==> config.mk <==
export PLATFORM = sky130hd
export DESIGN_NAME = mt9p031_timing_ctrl
export DESIGN_NICKNAME = d
export VERILOG_FILES = /design/src/rtl/mt9p031_tb_pkg.sv /design/src/rtl/tg_down_cnt.sv /design/src/rtl/mt9p031_timing_ctrl.sv
export SDC_FILE = /design/constraint.sdc
export NUM_CORES = 1
export LEC_CHECK = 0
export CORE_MARGIN = 2
export CORE_UTILIZATION = 48
export DETAILED_ROUTE_END_ITERATION = 12
export GPL_TIMING_DRIVEN = 0
export MAX_ROUTING_LAYER = met4
export PLACE_DENSITY = 0.87
export SLEW_MARGIN = 20
export SYNTH_ARGS = -nofsm -noshare
export SYNTH_HDL_FRONTEND = slang
export SYNTH_HIERARCHICAL = 1
export SYNTH_SLANG_ARGS = --single-unit
==> constraint.sdc <==
create_clock -name clk -period 5.3 [get_ports clk]
set_clock_uncertainty 0.2 [all_clocks]
set_input_delay 0.53 -clock clk [delete_from_list [all_inputs] [get_ports clk]]
set_output_delay 0.53 -clock clk [all_outputs]
set_load 0.005 [all_outputs]
==> src/rtl/mt9p031_tb_pkg.sv <==
// Shared definitions for the MT9P031 sensor timing model: FSM states,
// default sensor geometry and the duration clamp helper.
package mt9p031_tb_pkg;

    typedef enum logic [2:0] {
        ST_IDLE,
        ST_V_FRONT,
        ST_LINE,
        ST_H_BLANK,
        ST_V_BACK,
        ST_V_BLANK
    } tg_state_t;

    // Full-resolution MT9P031 geometry used when the environment does not override it
    localparam int DEF_WIDTH     = 2592;
    localparam int DEF_HEIGHT    = 1944;
    localparam int DEF_H_BLANK   = 768;
    localparam int DEF_V_FRONT   = 16;
    localparam int DEF_V_BACK    = 16;
    localparam int DEF_V_BLANK   = 8;
    localparam int DEF_FRAME_NUM = 0;

    function automatic logic [31:0] clamp1(input logic [31:0] x);
        return (x == 32'd0) ? 32'd1 : x;
    endfunction

endpackage

==> src/rtl/tg_down_cnt.sv <==
// Loadable down-counter; holds at zero and flags terminal count there.
module tg_down_cnt #(
    parameter int WIDTH = 16
) (
    input  logic             clk,
    input  logic             reset,
    input  logic             load,
    input  logic [WIDTH-1:0] load_val,
    output logic             tc
);

    logic [WIDTH-1:0] cnt;

    always_ff @(posedge clk) begin
        if (reset)
            cnt <= '0;
        else if (load)
            cnt <= load_val;
        else if (cnt != '0)
            cnt <= cnt - WIDTH'(1);
    end

    assign tc = (cnt == '0);

endmodule

==> src/rtl/mt9p031_timing_ctrl.sv <==
// fval/lval sequencer for the MT9P031 sensor model; one shared down-counter
// is reloaded with the duration of each state as the FSM enters it.
module mt9p031_timing_ctrl
    import mt9p031_tb_pkg::*;
#(
    parameter int CNT_WIDTH       = 16,
    parameter int FRAME_CNT_WIDTH = 8
) (
    input  logic                       clk,
    input  logic                       reset,
    input  logic                       i_enable,
    input  logic [CNT_WIDTH-1:0]       iv_width,
    input  logic [CNT_WIDTH-1:0]       iv_height,
    input  logic [CNT_WIDTH-1:0]       iv_h_blank,
    input  logic [CNT_WIDTH-1:0]       iv_v_front,
    input  logic [CNT_WIDTH-1:0]       iv_v_back,
    input  logic [CNT_WIDTH-1:0]       iv_v_blank,
    input  logic [FRAME_CNT_WIDTH-1:0] iv_frame_num,
    output logic                       o_fval,
    output logic                       o_lval,
    output logic [CNT_WIDTH-1:0]       ov_line_cnt,
    output logic [FRAME_CNT_WIDTH-1:0] ov_frame_cnt,
    output logic                       o_frame_done,
    output logic                       o_busy
);

    tg_state_t                state;
    logic [CNT_WIDTH-1:0]     sh_width, sh_height, sh_h_blank, sh_v_back, sh_v_blank;
    logic [FRAME_CNT_WIDTH-1:0] sh_frame_num;

    logic                 tc, ld, start, cont, last_line, enter_vf;
    logic [CNT_WIDTH-1:0] ld_val;
    logic [CNT_WIDTH:0]   next_line;

    // Counter reload value: state duration minus one, so tc marks the final cycle
    function automatic logic [CNT_WIDTH-1:0] dur(input logic [CNT_WIDTH-1:0] x);
        return CNT_WIDTH'(clamp1(32'(x)) - 32'd1);
    endfunction

    assign start     = (state == ST_IDLE) && i_enable && (iv_width != '0) && (iv_height != '0);
    assign cont      = i_enable && ((sh_frame_num == '0) || (ov_frame_cnt < sh_frame_num));
    assign next_line = {1'b0, ov_line_cnt} + (CNT_WIDTH+1)'(1);
    assign last_line = next_line >= {1'b0, sh_height};
    assign enter_vf  = start || ((state == ST_V_BLANK) && tc && cont);

    always_comb begin
        ld     = 1'b0;
        ld_val = '0;
        case (state)
            ST_IDLE: begin
                ld     = start;
                ld_val = dur(iv_v_front);
            end
            ST_V_FRONT, ST_H_BLANK: begin
                ld     = tc;
                ld_val = dur(sh_width);
            end
            ST_LINE: begin
                ld     = tc;
                ld_val = last_line ? dur(sh_v_back) : dur(sh_h_blank);
            end
            ST_V_BACK: begin
                ld     = tc;
                ld_val = dur(sh_v_blank);
            end
            ST_V_BLANK: begin
                ld     = tc && cont;
                ld_val = dur(iv_v_front);
            end
            default: begin
                ld     = 1'b0;
                ld_val = '0;
            end
        endcase
    end

    tg_down_cnt #(.WIDTH(CNT_WIDTH)) u_dur_cnt (
        .clk      (clk),
        .reset    (reset),
        .load     (ld),
        .load_val (ld_val),
        .tc       (tc)
    );

    // Geometry is frozen per frame; frame quota only at run start
    always_ff @(posedge clk) begin
        if (reset) begin
            sh_width     <= '0;
            sh_height    <= '0;
            sh_h_blank   <= '0;
            sh_v_back    <= '0;
            sh_v_blank   <= '0;
            sh_frame_num <= '0;
        end else if (enter_vf) begin
            sh_width   <= iv_width;
            sh_height  <= iv_height;
            sh_h_blank <= iv_h_blank;
            sh_v_back  <= iv_v_back;
            sh_v_blank <= iv_v_blank;
            if (start)
                sh_frame_num <= iv_frame_num;
        end
    end

    always_ff @(posedge clk) begin
        if (reset) begin
            state        <= ST_IDLE;
            o_fval       <= 1'b0;
            o_lval       <= 1'b0;
            o_busy       <= 1'b0;
            o_frame_done <= 1'b0;
            ov_line_cnt  <= '0;
            ov_frame_cnt <= '0;
        end else begin
            o_frame_done <= 1'b0;
            case (state)
                ST_IDLE: begin
                    if (start) begin
                        state        <= ST_V_FRONT;
                        o_fval       <= 1'b1;
                        o_busy       <= 1'b1;
                        ov_line_cnt  <= '0;
                        ov_frame_cnt <= '0;
                    end
                end
                ST_V_FRONT: begin
                    if (tc) begin
                        state  <= ST_LINE;
                        o_lval <= 1'b1;
                    end
                end
                ST_LINE: begin
                    if (tc) begin
                        state       <= last_line ? ST_V_BACK : ST_H_BLANK;
                        o_lval      <= 1'b0;
                        ov_line_cnt <= ov_line_cnt + CNT_WIDTH'(1);
                    end
                end
                ST_H_BLANK: begin
                    if (tc) begin
                        state  <= ST_LINE;
                        o_lval <= 1'b1;
                    end
                end
                ST_V_BACK: begin
                    if (tc) begin
                        state        <= ST_V_BLANK;
                        o_fval       <= 1'b0;
                        o_frame_done <= 1'b1;
                        if (ov_frame_cnt != '1)
                            ov_frame_cnt <= ov_frame_cnt + FRAME_CNT_WIDTH'(1);
                    end
                end
                ST_V_BLANK: begin
                    if (tc) begin
                        if (cont) begin
                            state       <= ST_V_FRONT;
                            o_fval      <= 1'b1;
                            ov_line_cnt <= '0;
                        end else begin
                            state  <= ST_IDLE;
                            o_busy <= 1'b0;
                        end
                    end
                end
                default: begin
                    state  <= ST_IDLE;
                    o_fval <= 1'b0;
                    o_lval <= 1'b0;
                    o_busy <= 1'b0;
                end
            endcase
        end
    end

endmodule
* Word level (Yosys, flattened, before mapping)
Cells that the tools add are included.
W data, S select, Z words.
** Word-level totals
- Output and inout port bits :: 28
- Input bits :: 107
- Word-level logic and storage cells :: 117
- Bits in registers :: 135
** Cells by class
- Equal/unequal tests :: 14
- Add/subtract/negate cells :: 9
- Reduce and logical (&&, ||, !) cells :: 36
- $lt $le $gt $ge :: 2
- Bitwise gates (word level) :: 4
- Multiplexer cells :: 38
** Operators with widths (count)
- $mux W16 :: 12
- $logic_not A16 Y1 :: 6
- $sub A16 B1 Y16 const B :: 6
- $pmux W16 S4 :: 1
- $pmux W16 S3 :: 1
- $reduce_bool A16 Y1 :: 3
- $mux W8 :: 3
- $mux W3 :: 6
- $add A16 B1 Y17 const B :: 1
- $ge A17 B16 Y1 :: 1
- $add A16 B1 Y16 const B :: 1
- $pmux W8 S2 :: 1
- $pmux W3 S5 :: 1
- $reduce_and A5 Y1 :: 3
- $ne A2 B2 Y1 const B :: 7
- $mux W1 :: 9
- $pmux W1 S3 :: 3
- $add A8 B1 Y8 const B :: 1
- $logic_not A8 Y1 :: 1
- $lt A8 B8 Y1 :: 1
- $ne A8 B8 Y1 const B :: 1
- $reduce_and A4 Y1 :: 2
- $logic_and A1 B1 Y1 :: 7
- $eq A3 B2 Y1 const B :: 2
- other kinds (14) :: 23

* Logic depth before layout (Yosys ltp)
- Depth in word-level cells :: 6
- Mapped depth :: 24
- Mapped depth without buffers :: 22

* Modules after synthesis
Netlist, hierarchy kept.
** Modules (own cells, without submodules)
- mt9p031_timing_ctrl :: times used 1, sequential area each 2382.3 µm², cells each 913, area each 6662.6 µm²
- tg_down_cnt :: times used 1, sequential area each 320.3 µm², cells each 112, area each 902.1 µm²

* Worst setup path before layout
No wires, ideal clock.
- Kind :: reg2reg
- Start :: reg ov_line_cnt[2]
- End :: reg u_dur_cnt.cnt[14]
- Path buffers :: 3
- Slack :: 0.280 ns
- Library setup time :: 0.059 ns
- Clock period less this slack :: 5.020 ns
- Stages on the path, launching flop included :: 24
- Arrival :: 4.761 ns
- Cells stage by stage :: dfxtp_1 -> and3_1 -> clkbuf_1 -> nand2_1 -> nor2_1 -> nand3_1 -> nor2_1 -> xor2_1 -> ha_1 -> nand3_1 -> or4_1 -> buf_2 -> o21a_1 -> buf_6 -> o311ai_0 -> ha_1 -> inv_1 -> a2111o_1 -> nor4_4 -> nand4_1 -> a21oi_1 -> inv_1 -> a21oi_1 -> o31a_1
** Between the ends
- Cells in the longest elaborated chain, start to end :: 5
** Ends and longest elaborated chain
- from (decl) :: RTL line mt9p031_timing_ctrl.sv:21 : output logic [CNT_WIDTH-1:0] ov_line_cnt,
- from (signal assigned) :: RTL line mt9p031_timing_ctrl.sv:136 : ov_line_cnt <= ov_line_cnt + CNT_WIDTH'(1);
- $add A16 B1 Y17 :: RTL line mt9p031_timing_ctrl.sv:42 : assign next_line = {1'b0, ov_line_cnt} + (CNT_WIDTH+1)'(1);
- $ge A17 B16 Y1 :: RTL line mt9p031_timing_ctrl.sv:43 : assign last_line = next_line >= {1'b0, sh_height};
- $mux W16 :: RTL line mt9p031_timing_ctrl.sv:60 : ld_val = last_line ? dur(sh_v_back) : dur(sh_h_blank);
- $pmux W16 S4 :: RTL line mt9p031_timing_ctrl.sv:49 : case (state)
- via ld_val[14] :: RTL line mt9p031_timing_ctrl.sv:32 : logic [CNT_WIDTH-1:0] ld_val;
- $mux W16 :: RTL line tg_down_cnt.sv:17 : else if (load)
- to (signal assigned) :: RTL line tg_down_cnt.sv:18 : cnt <= load_val;
- to (signal assigned) :: RTL line tg_down_cnt.sv:20 : cnt <= cnt - WIDTH'(1);
- to (decl) :: RTL line tg_down_cnt.sv:12 : logic [WIDTH-1:0] cnt;
The timed path passes the listed nets, and every way through them passes these cells.
A chain may end at the register's enable or synchronous reset.

* Worst setup path after layout
- Start :: reg ov_line_cnt[0]
- End :: reg u_dur_cnt.cnt[13]
Same word-level chain as after synthesis.

==> impl_metrics.py <==
metrics = {
    "status": {
        "outcome": "finished clean",
    },
    "floorplanning": {
        "rows": 45,
        "core_um2": 15310,
        "die_h_um": 129.5,
        "die_area_um2": 16780,
        "initial_utilization_pct": 49.40,
        "io_pins": 135,
        "die_w_um": 129.5,
    },
    "synth": {
        "ys_seq_elements": 135,
        "ys_seq_area_share_pct": 35.73,
        "netlist_top_cells_area": "dfxtp_1, nand2_1, a21oi_1",
        "netlist-cell-type-count": 72,
        "ys_async_sr_fraction_pct": 0,
        "netlist.area_leader.share_pct": 35.73,
        "synth_nets": 1159,
        "synth_area_um2": 7565,
        "synth_cells": 1025,
        "synth_warnings": 6,
        "avgSynthCellArea_um2": 7.380,
        "synth-main-ff-cell": "dfxtp_1",
        "synth_edf_count": 0,
        "yosysTopAreaCell": "dfxtp_1",
    },
    "sta": {
        "drv_slew": 0,
        "slew_headroom_pct": 30.62,
        "fmax_mhz": 195.3,
        "final.setup.tns_ns": 0,
        "finalCriticalPeriod_ns": 5.121,
        "finalHoldViolCount": 0,
        "worst_pin_slew_ns": 1.033,
        "finalSetupViolations": 0,
        "fin_crit_sh_pct": 96.61,
    },
    "detailed_routing": {
        "vias_per_cell": 5.903,
        "post-route-drc-count": 0,
        "wl_um": 24660,
        "first_pass_iters": 6,
        "ant_nets": 0,
        "num_vias": 8306,
        "wire_per_inst_um": 17.53,
        "drt_iter0_drc": 794,
    },
    "flow_run": {
        "drv_cap": 0,
    },
    "hold_path": {
        "min_path_type": "register to register",
    },
    "grt": {
        "antenna_found_initial": 0,
        "overflow": 0,
        "grt_max_degree": 17,
        "grt_pass1_wl_um": 39660,
        "grt_pass1_vias": 7951,
        "grt.total_usage_pct": 31.03,
    },
    "placement": {
        "numPortBuffers": 134,
        "gp_congestion": 0.9924,
        "dp_hpwl_um": 18360,
        "post_dp_cell_area_um2": 9170,
    },
    "clock_network": {
        "clock-sinks": 135,
        "clkLatencyLatePin_ns": 0.43,
        "root_buffer": "clkbuf_16",
        "clk_pin_slew_ns": 0.06,
        "cts_tree": "built",
        "clock_path_buffers": 2,
        "cts_max_level": 4,
        "cts_hold_buf": 0,
        "cts_inserted_buffers": 17,
    },
    "critical_path": {
        "crit_type": "register to register",
        "worstPathArrival_ns": 5.27,
        "end_kind": "register",
        "required_ns": 5.45,
        "worst-path-max-fanout": 9,
        "cp-start-kind": "register",
    },
    "power_and_ir_drop": {
        "p_leak_nw": 3.717,
        "power_mw": 3.673,
        "powerDensity_nw_per_um2": 371.7,
        "vdd_ir_drop_max_mv": 0.2597,
    },
    "finish": {
        "n_antenna_cell": 0,
        "stdcell_area_um2": 9883,
        "layout_common_cells": "nand2_1, clkdlybuf4s50_1, a21oi_1",
        "final_common_cell": "nand2_1",
        "n_fill_cell": 1371,
        "num-nets-final": 1317,
        "syn2layout_area_growth_pct": 30.65,
        "drive_gt1_share_pct": 7.441,
    },
}
==> power by group <==
part	switching [mW]	total (mW)	internal (mW)
Combinational	0.728	1.24	0.516
Sequential	0.136	1.28	1.15
Clock	0.457	1.15	0.688
==> metal layers <==
layer / track usage, % / routed length (um) / vias up
met2: 47.80 / 11200 / 471
met5: - / 0 / -
met3: 6.152 / 2143 / 84
met1: 39.17 / 10360 / 3832
li1: - / - / 3919
met4: 14.74 / 952 / 0
==> cell families after synthesis <==
family | count (synthesis) | share of synthesized area, %
flip-flops | 135 | 35.73
XOR/XNOR | 35 | 4.052
AO/OA/AOI/OAI | 254 | 20.61
AND/OR/NAND/NOR | 475 | 28.80
multiplexers | 10 | 1.340
adder cells (fa/ha/maj) | 27 | 4.466
buffers and inverters | 89 | 5.012
==> worst paths after layout <==
check,from,end,slack (ns),cells past startpoint
min,sh_height[2],sh_height[2],0.25,2
max reg2reg,ov_line_cnt[0],u_dur_cnt/cnt[13],0.18,21
min reg2reg,sh_height[2],sh_height[2],0.25,2
max,ov_line_cnt[0],u_dur_cnt/cnt[13],0.18,21
==> cells in the mapped netlist, types with 3 or more instances <==
library cell and count:
nand3_1 32, or2_2 4, a21o_1 7, a31o_2 4, a221o_1 5, nand2_1 253, mux2i_1 9, a21oi_1 135
a31oi_1 5, xnor2_1 17, clkbuf_1 44, or3_1 9, nor2_1 68, nand2b_1 8, nand4b_1 3, nor2b_1 5
o2111ai_1 4, ha_1 27, xor2_1 18, nor4_1 32, o31a_1 3, o21a_1 6, dfxtp_1 135, o22ai_1 3
inv_1 30, o21ai_0 36, buf_2 10, a2bb2oi_1 4, and2_1 3, and3_1 10, nor4_4 3, o211ai_1 3
a22oi_1 8, nor3_1 21, a211oi_1 7, nand4_1 13
==> critical path, cell delays in order (launching register included) <==
cell     delay [ns]
dfxtp_4        0.41
and3_4         0.23
nand2_1        0.12
nor2_4         0.18
nand3_2        0.17
nor2_2         0.16
xor2_1         0.10
ha_1           0.32
nand3_1        0.14
or4_4          0.57
buf_2          0.18
o21a_1         0.18
buf_6          0.14
a21oi_1        0.51
a221o_1        0.44
nor4_4         0.08
buf_4          0.18
a31o_2         0.24
a21oi_1        0.14
nand2_1        0.11
o31a_1         0.12
a22oi_1        0.14
==> through the flow <==
step,hold slack (ns),util [%],setup WS [ns],std cells
floorplan,0.2316,-,0.2799,1025
global route,0.2769,64.53,-0.06216,1407
CTS,0.2561,63.84,0.02798,1403
global placement,0.2398,59.88,-0.4977,1370
finish,0.2550,64.53,0.1794,1407
detailed placement,0.2457,59.88,-0.5549,1370
==> timing repair <==
item | in CTS | in global routing
resized for setup | 10 | 17
setup endpoints to repair | 8 | 6
pin swaps | 2 | 4
cloned | 0 | 0
setup buffers | 2 | 4
==> flip-flops by register name, indices dropped and copies added (netlist names), 3 cells and up <==
| name | count |
|---|---|
| ov_line_cnt | 16 |
| sh_h_blank | 16 |
| sh_height | 16 |
| sh_v_back | 16 |
| sh_v_blank | 16 |
| sh_width | 16 |
| u_dur_cnt/cnt | 16 |
| ov_frame_cnt | 8 |
| sh_frame_num | 8 |
| state | 3 |
==> final cells by class <==
class / count / area (um2) / share of cell area (%)
Timing Repair Buffer: 140 / 1386 / 14.03
Clock inverter: 13 / 131.4 / 1.329
Sequential cell: 135 / 2711 / 27.43
Inverter: 31 / 130.1 / 1.317
Multi-Input combinational cell: 801 / 4582 / 46.36
Clock buffer: 19 / 432.9 / 4.380
Tap cell: 211 / 264.0 / 2.671
Buffer: 57 / 245.2 / 2.481
Power figures use the tool's default switching activity.
